## src/rtl/issue_sched.sv

```systemverilog
// Dual-issue scheduler for the EP/OP pipes: picks which decoded slots issue and
// holds readers of results that the forwarding network cannot yet supply.
module issue_sched #(
    parameter int ADDR_WD = 7,
    parameter int NUM_STG = 7,
    parameter int CNT_WD  = 16
) (
    input  logic               clk,
    input  logic               rst,
    input  logic               in_valid_0,
    input  logic               in_valid_1,
    input  logic               pipe_0,
    input  logic               pipe_1,
    input  logic [ADDR_WD-1:0] ra_addr_0,
    input  logic [ADDR_WD-1:0] ra_addr_1,
    input  logic [ADDR_WD-1:0] rb_addr_0,
    input  logic [ADDR_WD-1:0] rb_addr_1,
    input  logic [ADDR_WD-1:0] rc_addr_0,
    input  logic [ADDR_WD-1:0] rc_addr_1,
    input  logic [2:0]         src_en_0,
    input  logic [2:0]         src_en_1,
    input  logic [ADDR_WD-1:0] rt_addr_0,
    input  logic [ADDR_WD-1:0] rt_addr_1,
    input  logic               wr_en_0,
    input  logic               wr_en_1,
    input  logic [2:0]         lat_0,
    input  logic [2:0]         lat_1,
    input  logic               flush,
    output logic               accept_0,
    output logic               accept_1,
    output logic               ep_issue,
    output logic               ep_slot,
    output logic               op_issue,
    output logic               op_slot,
    output logic               stall,
    output logic [CNT_WD-1:0]  stall_cnt
);

    // Index i holds stage i+2; the last index is writeback.
    localparam int DEPTH = NUM_STG;

    typedef struct packed {
        logic               v;
        logic               wr;
        logic [ADDR_WD-1:0] addr;
        logic [2:0]         lat;
    } ent_t;

    ent_t              r_ep [DEPTH];
    ent_t              r_op [DEPTH];
    logic [CNT_WD-1:0] r_stall_cnt;

    logic w_blk0_sb;
    logic w_blk1_sb;
    logic w_blk0;
    logic w_blk1;
    logic w_acc0;
    logic w_acc1;
    logic w_ep_issue;
    logic w_ep_slot;
    logic w_op_issue;
    logic w_op_slot;
    logic w_stall;
    ent_t w_ep_new;
    ent_t w_op_new;

    function automatic logic reads(input logic [2:0] en,
                                   input logic [ADDR_WD-1:0] ra,
                                   input logic [ADDR_WD-1:0] rb,
                                   input logic [ADDR_WD-1:0] rc,
                                   input logic [ADDR_WD-1:0] addr);
        return (en[2] && (ra == addr)) || (en[1] && (rb == addr)) || (en[0] && (rc == addr));
    endfunction

    function automatic logic blocks(input ent_t e, input int stg);
        logic [2:0] lat_eff;
        lat_eff = (e.lat < 3'd2) ? 3'd2 : e.lat;
        return e.v && e.wr && (stg < int'(lat_eff));
    endfunction

    always_comb begin
        w_blk0_sb = 1'b0;
        w_blk1_sb = 1'b0;
        for (int i = 0; i < DEPTH - 1; i++) begin
            if (blocks(r_ep[i], i + 2)) begin
                w_blk0_sb = w_blk0_sb | reads(src_en_0, ra_addr_0, rb_addr_0, rc_addr_0, r_ep[i].addr);
                w_blk1_sb = w_blk1_sb | reads(src_en_1, ra_addr_1, rb_addr_1, rc_addr_1, r_ep[i].addr);
            end
            if (blocks(r_op[i], i + 2)) begin
                w_blk0_sb = w_blk0_sb | reads(src_en_0, ra_addr_0, rb_addr_0, rc_addr_0, r_op[i].addr);
                w_blk1_sb = w_blk1_sb | reads(src_en_1, ra_addr_1, rb_addr_1, rc_addr_1, r_op[i].addr);
            end
        end
    end

    assign w_blk0 = w_blk0_sb;
    assign w_blk1 = w_blk1_sb
                  || (wr_en_0 && reads(src_en_1, ra_addr_1, rb_addr_1, rc_addr_1, rt_addr_0))
                  || (wr_en_0 && wr_en_1 && (rt_addr_0 == rt_addr_1))
                  || (pipe_1 == pipe_0);

    // Outputs are held at zero while reset is asserted.
    assign w_acc0 = !rst && in_valid_0 && !w_blk0 && !flush;
    assign w_acc1 = w_acc0 && in_valid_1 && !w_blk1;

    assign w_ep_issue = (w_acc0 && !pipe_0) || (w_acc1 && !pipe_1);
    assign w_ep_slot  = w_acc1 && !pipe_1;
    assign w_op_issue = (w_acc0 && pipe_0) || (w_acc1 && pipe_1);
    assign w_op_slot  = w_acc1 && pipe_1;
    assign w_stall    = !rst && in_valid_0 && !w_acc0;

    always_comb begin
        w_ep_new = '0;
        w_op_new = '0;
        if (w_ep_issue) begin
            w_ep_new.v    = 1'b1;
            w_ep_new.wr   = w_ep_slot ? wr_en_1   : wr_en_0;
            w_ep_new.addr = w_ep_slot ? rt_addr_1 : rt_addr_0;
            w_ep_new.lat  = w_ep_slot ? lat_1     : lat_0;
        end
        if (w_op_issue) begin
            w_op_new.v    = 1'b1;
            w_op_new.wr   = w_op_slot ? wr_en_1   : wr_en_0;
            w_op_new.addr = w_op_slot ? rt_addr_1 : rt_addr_0;
            w_op_new.lat  = w_op_slot ? lat_1     : lat_0;
        end
    end

    // A flush kills the instruction sitting in s2 as it moves on to s3.
    always_ff @(posedge clk) begin
        if (rst) begin
            for (int i = 0; i < DEPTH; i++) begin
                r_ep[i] <= '0;
                r_op[i] <= '0;
            end
            r_stall_cnt <= '0;
        end else begin
            r_ep[0] <= w_ep_new;
            r_op[0] <= w_op_new;
            r_ep[1] <= r_ep[0];
            r_op[1] <= r_op[0];
            if (flush) begin
                r_ep[1].v <= 1'b0;
                r_op[1].v <= 1'b0;
            end
            for (int i = 2; i < DEPTH; i++) begin
                r_ep[i] <= r_ep[i-1];
                r_op[i] <= r_op[i-1];
            end
            if (w_stall && (r_stall_cnt != '1)) begin
                r_stall_cnt <= r_stall_cnt + CNT_WD'(1);
            end
        end
    end

    assign accept_0  = w_acc0;
    assign accept_1  = w_acc1;
    assign ep_issue  = w_ep_issue;
    assign ep_slot   = w_ep_slot;
    assign op_issue  = w_op_issue;
    assign op_slot   = w_op_slot;
    assign stall     = w_stall;
    assign stall_cnt = r_stall_cnt;

endmodule

```

## config.mk

```make
export PLATFORM = sky130hd
export DESIGN_NAME = issue_sched
export DESIGN_NICKNAME = d
export VERILOG_FILES = /design/src/rtl/issue_sched.sv
export SDC_FILE = /design/constraint.sdc
export NUM_CORES = 1
export LEC_CHECK = 0
export CORE_ASPECT_RATIO = 1.2
export CORE_MARGIN = 2
export CORE_UTILIZATION = 63
export DETAILED_ROUTE_END_ITERATION = 7
export HOLD_SLACK_MARGIN = 0.08
export PLACE_DENSITY_LB_ADDON = 0.3
export SYNTH_ARGS = -nofsm -noshare
export SYNTH_HDL_FRONTEND = slang
export SYNTH_SLANG_ARGS = --single-unit
```

## constraint.sdc

```tcl
create_clock -name clk -period 6.2 [get_ports clk]
set_input_delay 0.62 -clock clk [delete_from_list [all_inputs] [get_ports clk]]
set_output_delay 0.62 -clock clk [all_outputs]
set_load 0.01 [all_outputs]
```

### Word-level counts from Yosys, hierarchy flattened

Memories as Yosys holds them, arrays and structs flattened.
Cells that the tools add are included.
Widths: inputs -> output; s select.

* add/subtract/negate cells: 1
* shifts and indexed selects: 0
* magnitude comparators: 20
* equal/unequal tests: 66
* mux-type cells: 60
* bitwise operators: 34
* divide/modulo/power cells: 0
* $mul: 0
* reductions and logical operators: 151

Operator list (number)
* $eq 7x7->1: 64
* $mux 12: 16
* $logic_and 1x1->1: 97
* $logic_or 1x1->1: 47
* $mux 3: 12
* $or 1x1->1: 34
* $lt 3x2->1 const B: 10
* $mux 1: 30
* $lt 3x3->1 const A: 6
* $add 16x1->16 const B: 1
* $ne 16x16->1 const B: 1
* $mux 7: 2
* $lt 2x3->1 const A: 4
* $logic_not 1->1: 7
* $eq 1x1->1: 1

* bits in registers: 16
* input port bits: 77
* RAM bits: 168
* memory bits (read-only): 0
* memories: 2
* logic and storage cells: 335
* latch bits: 0
* output and inout port bits: 23

Memory list
* r_ep: words 7, bits a word 12, rd ports 6, clocked after Yosys merged registers in 0, write ports 7, RTL line 49 `ent_t r_ep [DEPTH];`
* r_op: words 7, bits a word 12, rd ports 6, clocked after Yosys merged registers in 0, write ports 7, RTL line 50 `ent_t r_op [DEPTH];`

### Logic depth before layout (Yosys ltp)

An unclocked memory read counts as a cell.

* word-level depth: 33
* depth in mapped cells: 12
* gate-level depth less buffers: 9

### Least setup slack after synthesis

OpenSTA, ideal clock, no wires.

* path kind: input-to-output
* from: input port rc_addr_0[4]
* to: output port ep_slot
* setup slack: 2.726 ns
* cell stages on the path: 12
* data arrival time: 2.854 ns
* buffers on the path: 3
* path through: buf_4 -> xor2_1 -> nor4_1 -> nand2_1 -> o211ai_1 -> a211o_1 -> nor4_4 -> nand2_1 -> or4b_4 -> buf_6 -> buf_6 -> nor2_1

* word-level cells in the longest chain between the ends: 28

RTL lines
* from (decl): RTL line 18 `input logic [ADDR_WD-1:0] rc_addr_0,`
* $eq 7x7->1: RTL line 72 `return (en[2] && (ra == addr)) || (en[1] && (rb == addr)) || (en[0] && (rc == addr));`
* $logic_and 1x1->1: RTL line 72
* $logic_or 1x1->1: RTL line 72
* $mux 1: RTL line 85 `if (blocks(r_ep[i], i + 2)) begin`
* $or 1x1->1: RTL line 90 `w_blk0_sb = w_blk0_sb | reads(src_en_0, ra_addr_0, rb_addr_0, rc_addr_0, r_op[i].addr);`
* $mux 1: RTL line 89 `if (blocks(r_op[i], i + 2)) begin`
* $or 1x1->1: RTL line 86 `w_blk0_sb = w_blk0_sb | reads(src_en_0, ra_addr_0, rb_addr_0, rc_addr_0, r_ep[i].addr);`
* $mux 1: RTL line 85
* [... 10 more ...]
* $or 1x1->1: RTL line 86
* $mux 1: RTL line 85
* $or 1x1->1: RTL line 90
* $mux 1 *: RTL line 89
* $logic_not 1->1 *: RTL line 103 `assign w_acc0 = !rst && in_valid_0 && !w_blk0 && !flush;`
* $logic_and 1x1->1 * (2 in a row): RTL line 103
* $logic_and 1x1->1 * (2 in a row): RTL line 104 `assign w_acc1 = w_acc0 && in_valid_1 && !w_blk1;`
* $logic_and 1x1->1 *: RTL line 107 `assign w_ep_slot = w_acc1 && !pipe_1;`
* to (decl): RTL line 32 `output logic ep_slot,`

Mark *: on every way between the ends. The rest lies on a longest branch, timed or not.

### Worst setup path after layout

* from: input port rb_addr_0[6]
* to: output port ep_issue

* word-level cells in the longest chain between the ends: 30

RTL lines
* from (decl): RTL line 16 `input logic [ADDR_WD-1:0] rb_addr_0,`
* $eq 7x7->1: RTL line 72
* $logic_and 1x1->1: RTL line 72
* $logic_or 1x1->1 (2 in a row): RTL line 72
* $mux 1: RTL line 85
* $or 1x1->1: RTL line 90
* $mux 1: RTL line 89
* $or 1x1->1: RTL line 86
* $mux 1: RTL line 85
* [... 11 more ...]
* $mux 1: RTL line 85
* $or 1x1->1: RTL line 90
* $mux 1 *: RTL line 89
* $logic_not 1->1 *: RTL line 103
* $logic_and 1x1->1 * (2 in a row): RTL line 103
* $logic_and 1x1->1 (2 in a row): RTL line 104
* $logic_and 1x1->1: RTL line 106 `assign w_ep_issue = (w_acc0 && !pipe_0) || (w_acc1 && !pipe_1);`
* $logic_or 1x1->1 *: RTL line 106
* to (decl): RTL line 31 `output logic ep_issue,`

Marks and branches as above.

==> metrics.yaml <==
routing:
  num_vias: 8844
  route.detailed.drc: 0
  number_of_detailed_routing_iterations_run_before_antenna_repair: 5
  dr.first_iter.drc_count: 1150
  count_of_antenna_violating_nets_left_after_detailed_routing: 0
  route.final.wire_length_microns: 32400
  wl_per_cell_microns: 23.0
  drt-vias-per-instance: 6.28
cts:
  count_of_hold_buffers_inserted_by_post_cts_repair: 0
  cts_repair_resize_count: 0
  clock_tree.root_cell: "sky130_fd_sc_hd__clkbuf_16"
  cts.sinks: 136
  clock_transition_at_the_register_clock_pins_on_the_worst_setup_and_hold_paths_after_cts_ns: 0.07
  clock_buffers_created_by_tritoncts: 17
  clock_latency_ns: 0.44
  cts_setup_buffers: 0
  ctsHtreeMaxLevel: 4
  cts_tree: "built"
  cts_max_path_buffers: 2
floorplan:
  core.rowCount: 51
  floorplan.die.height_microns: 144
  dieArea_sq_mm: 0.0174
  io-pin-count: 100
  core_outline_area_sq_mm: 0.0161
  fp.dieW_microns: 121
  initial_cell_density_of_the_core: 0.638
setup_path:
  path_max_fanout: 29
  critical_path.startpoint_type: "input port"
  critPathTopFamily: "simple AND/OR/NAND/NOR gates"
  path_buf_inv: 2
  worstPathCellList: "clkdlybuf4s50_1, xnor2_1, nand4_1, nor2_1, a211oi_1, o21ai_0, nor4_4, nand2_1, or4b_4, o22ai_1, clkdlybuf4s50_1"
  timing.critical_path.slowest_cell_delay_ns: 0.95
  cp_slowest_cell: "sky130_fd_sc_hd__clkdlybuf4s50_1"
  timing.critical_path.required_ns: 5.58
  timing.setup.critical_path_class: "input port to output port"
  worstSetupEndpointType: "output port"
  critical_path_arrival_ns: 4.78
  critical_path.most_common_cell: "sky130_fd_sc_hd__clkdlybuf4s50_1"
logic_synthesis:
  synthDistinctLibCells: 49
  syn-cell-area_sq_mm: 0.0103
  yosysSeqAreaShare: 0.265
  share_of_async_settable_or_async_resettable_flops_after_synthesis: 0
  synthesis.nets: 1284
  synth_edf_count: 1
  synth_area_per_cell_sq_um: 8.54
  postSynthRegisterBits: 136
  yosysWarningCount: 0
  ys.flop_type: "sky130_fd_sc_hd__dfxtp_1"
  syn-instance-count: 1206
placement:
  portBuffers: 99
  globalplace.congestion: 1.01
  placed_wire_length_estimate_microns: 22500
  dp_worst_setup_slack_ns: 0.886
timing:
  finalHoldViolCount: 0
  rsz0062_at_grt: "no"
  fin_hold_ws_ns: 0.440
  final.setup_skew_ns: 0.00770
  report.final.slew_viol_count: 0
  setup_viol_count_final: 0
  period_share: 0.871
  relSlewSlack: 0.273
  fin_ws_ns: 0.801
  worst_margin_slew_ns: 1.09
  min_period_ns: 5.40
  total_negative_setup_slacks_ns: 0
  clock.fmax_mhz: 185
pwr:
  fin_total_pwr_mw: 2.24
  power.density_mw_per_mm2: 196
  ir_worst_vdd_mv: 0.212
  power_leakage_nw: 4.28
finish:
  final-seq-area_sq_mm: 0.00273
  commonest_non_fill_non_tap_cell_in_the_layout: "sky130_fd_sc_hd__xor2_1"
  num_antenna_cells: 0
  layout.core_utilization: 0.708
  fill_count: 1241
  drive_gt1_frac: 0.0485
  syn_to_final_growth_pct: 11.0
  layout.cells.most_common_list: "sky130_fd_sc_hd__xor2_1, sky130_fd_sc_hd__xnor2_1, sky130_fd_sc_hd__dfxtp_1"
  multi_input_area_sq_mm: 0.00677
  finalNetCount: 1262
worst_hold_path:
  hold_wc_path_type: "input port to flip-flop"
grt:
  grt_max_degree: 109
  grt_antenna_before_repair: 0
  overflow: 0
  grt_util_all_layers: 0.380
  grt_pass1_vias: 8953
  first_pass_grt_wire_length_microns: 49700
run:
  maxCapViolCount: 0
status:
  outcome: "complete, no violations"
-- final cells by class --
type,instances,share of cell area
Multi-Input combinational cell,910,0.592
Clock buffer,17,0.0372
Sequential cell,136,0.239
Tap cell,212,0.0232
Inverter,14,0.00460
Clock inverter,15,0.0132
Timing Repair Buffer,105,0.0904
-- stage by stage --
step,std cells,area [sq um]
6_report,1409,11400
5_1_grt,1409,11400
4_1_cts,1409,11400
3_5_place_dp,1377,10900
3_3_place_gp,1377,10900
2_1_floorplan,1206,10300
-- sequential cells by signal, indices dropped and copies added, names as in the netlist --
signal     cells
r_ep          60
stall_cnt     16
r_op          60
-- synth_stat cells, drive strengths merged (2+ instances only) --
cell type | count | share of area
mux2i | 3 | 0.0029
nand3 | 11 | 0.0053
nor4 | 50 | 0.032
o2bb2ai | 22 | 0.023
a21o | 3 | 0.0022
nand2b | 3 | 0.0018
mux2 | 5 | 0.0055
xor2 | 239 | 0.20
and2 | 3 | 0.0018
nor2b | 99 | 0.060
dfxtp | 135 | 0.26
nor3 | 4 | 0.0019
nand2 | 42 | 0.015
nor2 | 55 | 0.020
a21oi | 12 | 0.0058
a31o | 3 | 0.0026
o22ai | 4 | 0.0024
nor3b | 3 | 0.0022
nand4 | 79 | 0.048
a41oi | 4 | 0.0034
and3 | 8 | 0.0049
o21ai | 19 | 0.0092
and4 | 4 | 0.0034
a31oi | 6 | 0.0036
o211ai | 3 | 0.0022
o2111ai | 3 | 0.0026
xnor2 | 211 | 0.18
buf | 107 | 0.058
clkbuf | 39 | 0.014
inv | 14 | 0.0051
a211oi | 2 | 0.0019
-- metal layers --
metal  GRT usage  vias to the layer above  share of wire
met1       0.434                     4097           0.37
met4       0.244                        0          0.067
met5           0                        -              0
met2       0.624                      611           0.45
li1            -                     3914              -
met3       0.105                      222           0.11
-- logic make-up after synthesis --
kind of cell	after synthesis	share of synthesized area
simple gates	363	0.199
buf+inv	160	0.0775
mux	8	0.00838
fa+ha+maj	1	0.00121
compound gates	87	0.0657
other cells	1	0.000364
xor+xnor	450	0.383
flops	136	0.265
-- where the power goes --
group          internal (mW)  switching (mW)
Sequential             0.884          0.0226
Clock                  0.532           0.441
Combinational          0.162           0.202
Total                   1.58           0.666
-- worst paths after layout --
path                        from                          to  slack, ns  cells past startpoint
min                          rst  stall_cnt[15]$_SDFFE_PP0P_       0.44                      2
max reg2reg  r_ep[0][30]$_DFF_P_       r_op[0][9]$_SDFF_PP0_       2.71                      8
min reg2reg   r_op[1][0]$_DFF_P_          r_op[2][0]$_DFF_P_       0.45                      1
max                 rb_addr_0[6]                    ep_issue       0.80                     11
No activity file was read; power rests on OpenSTA's default activity.
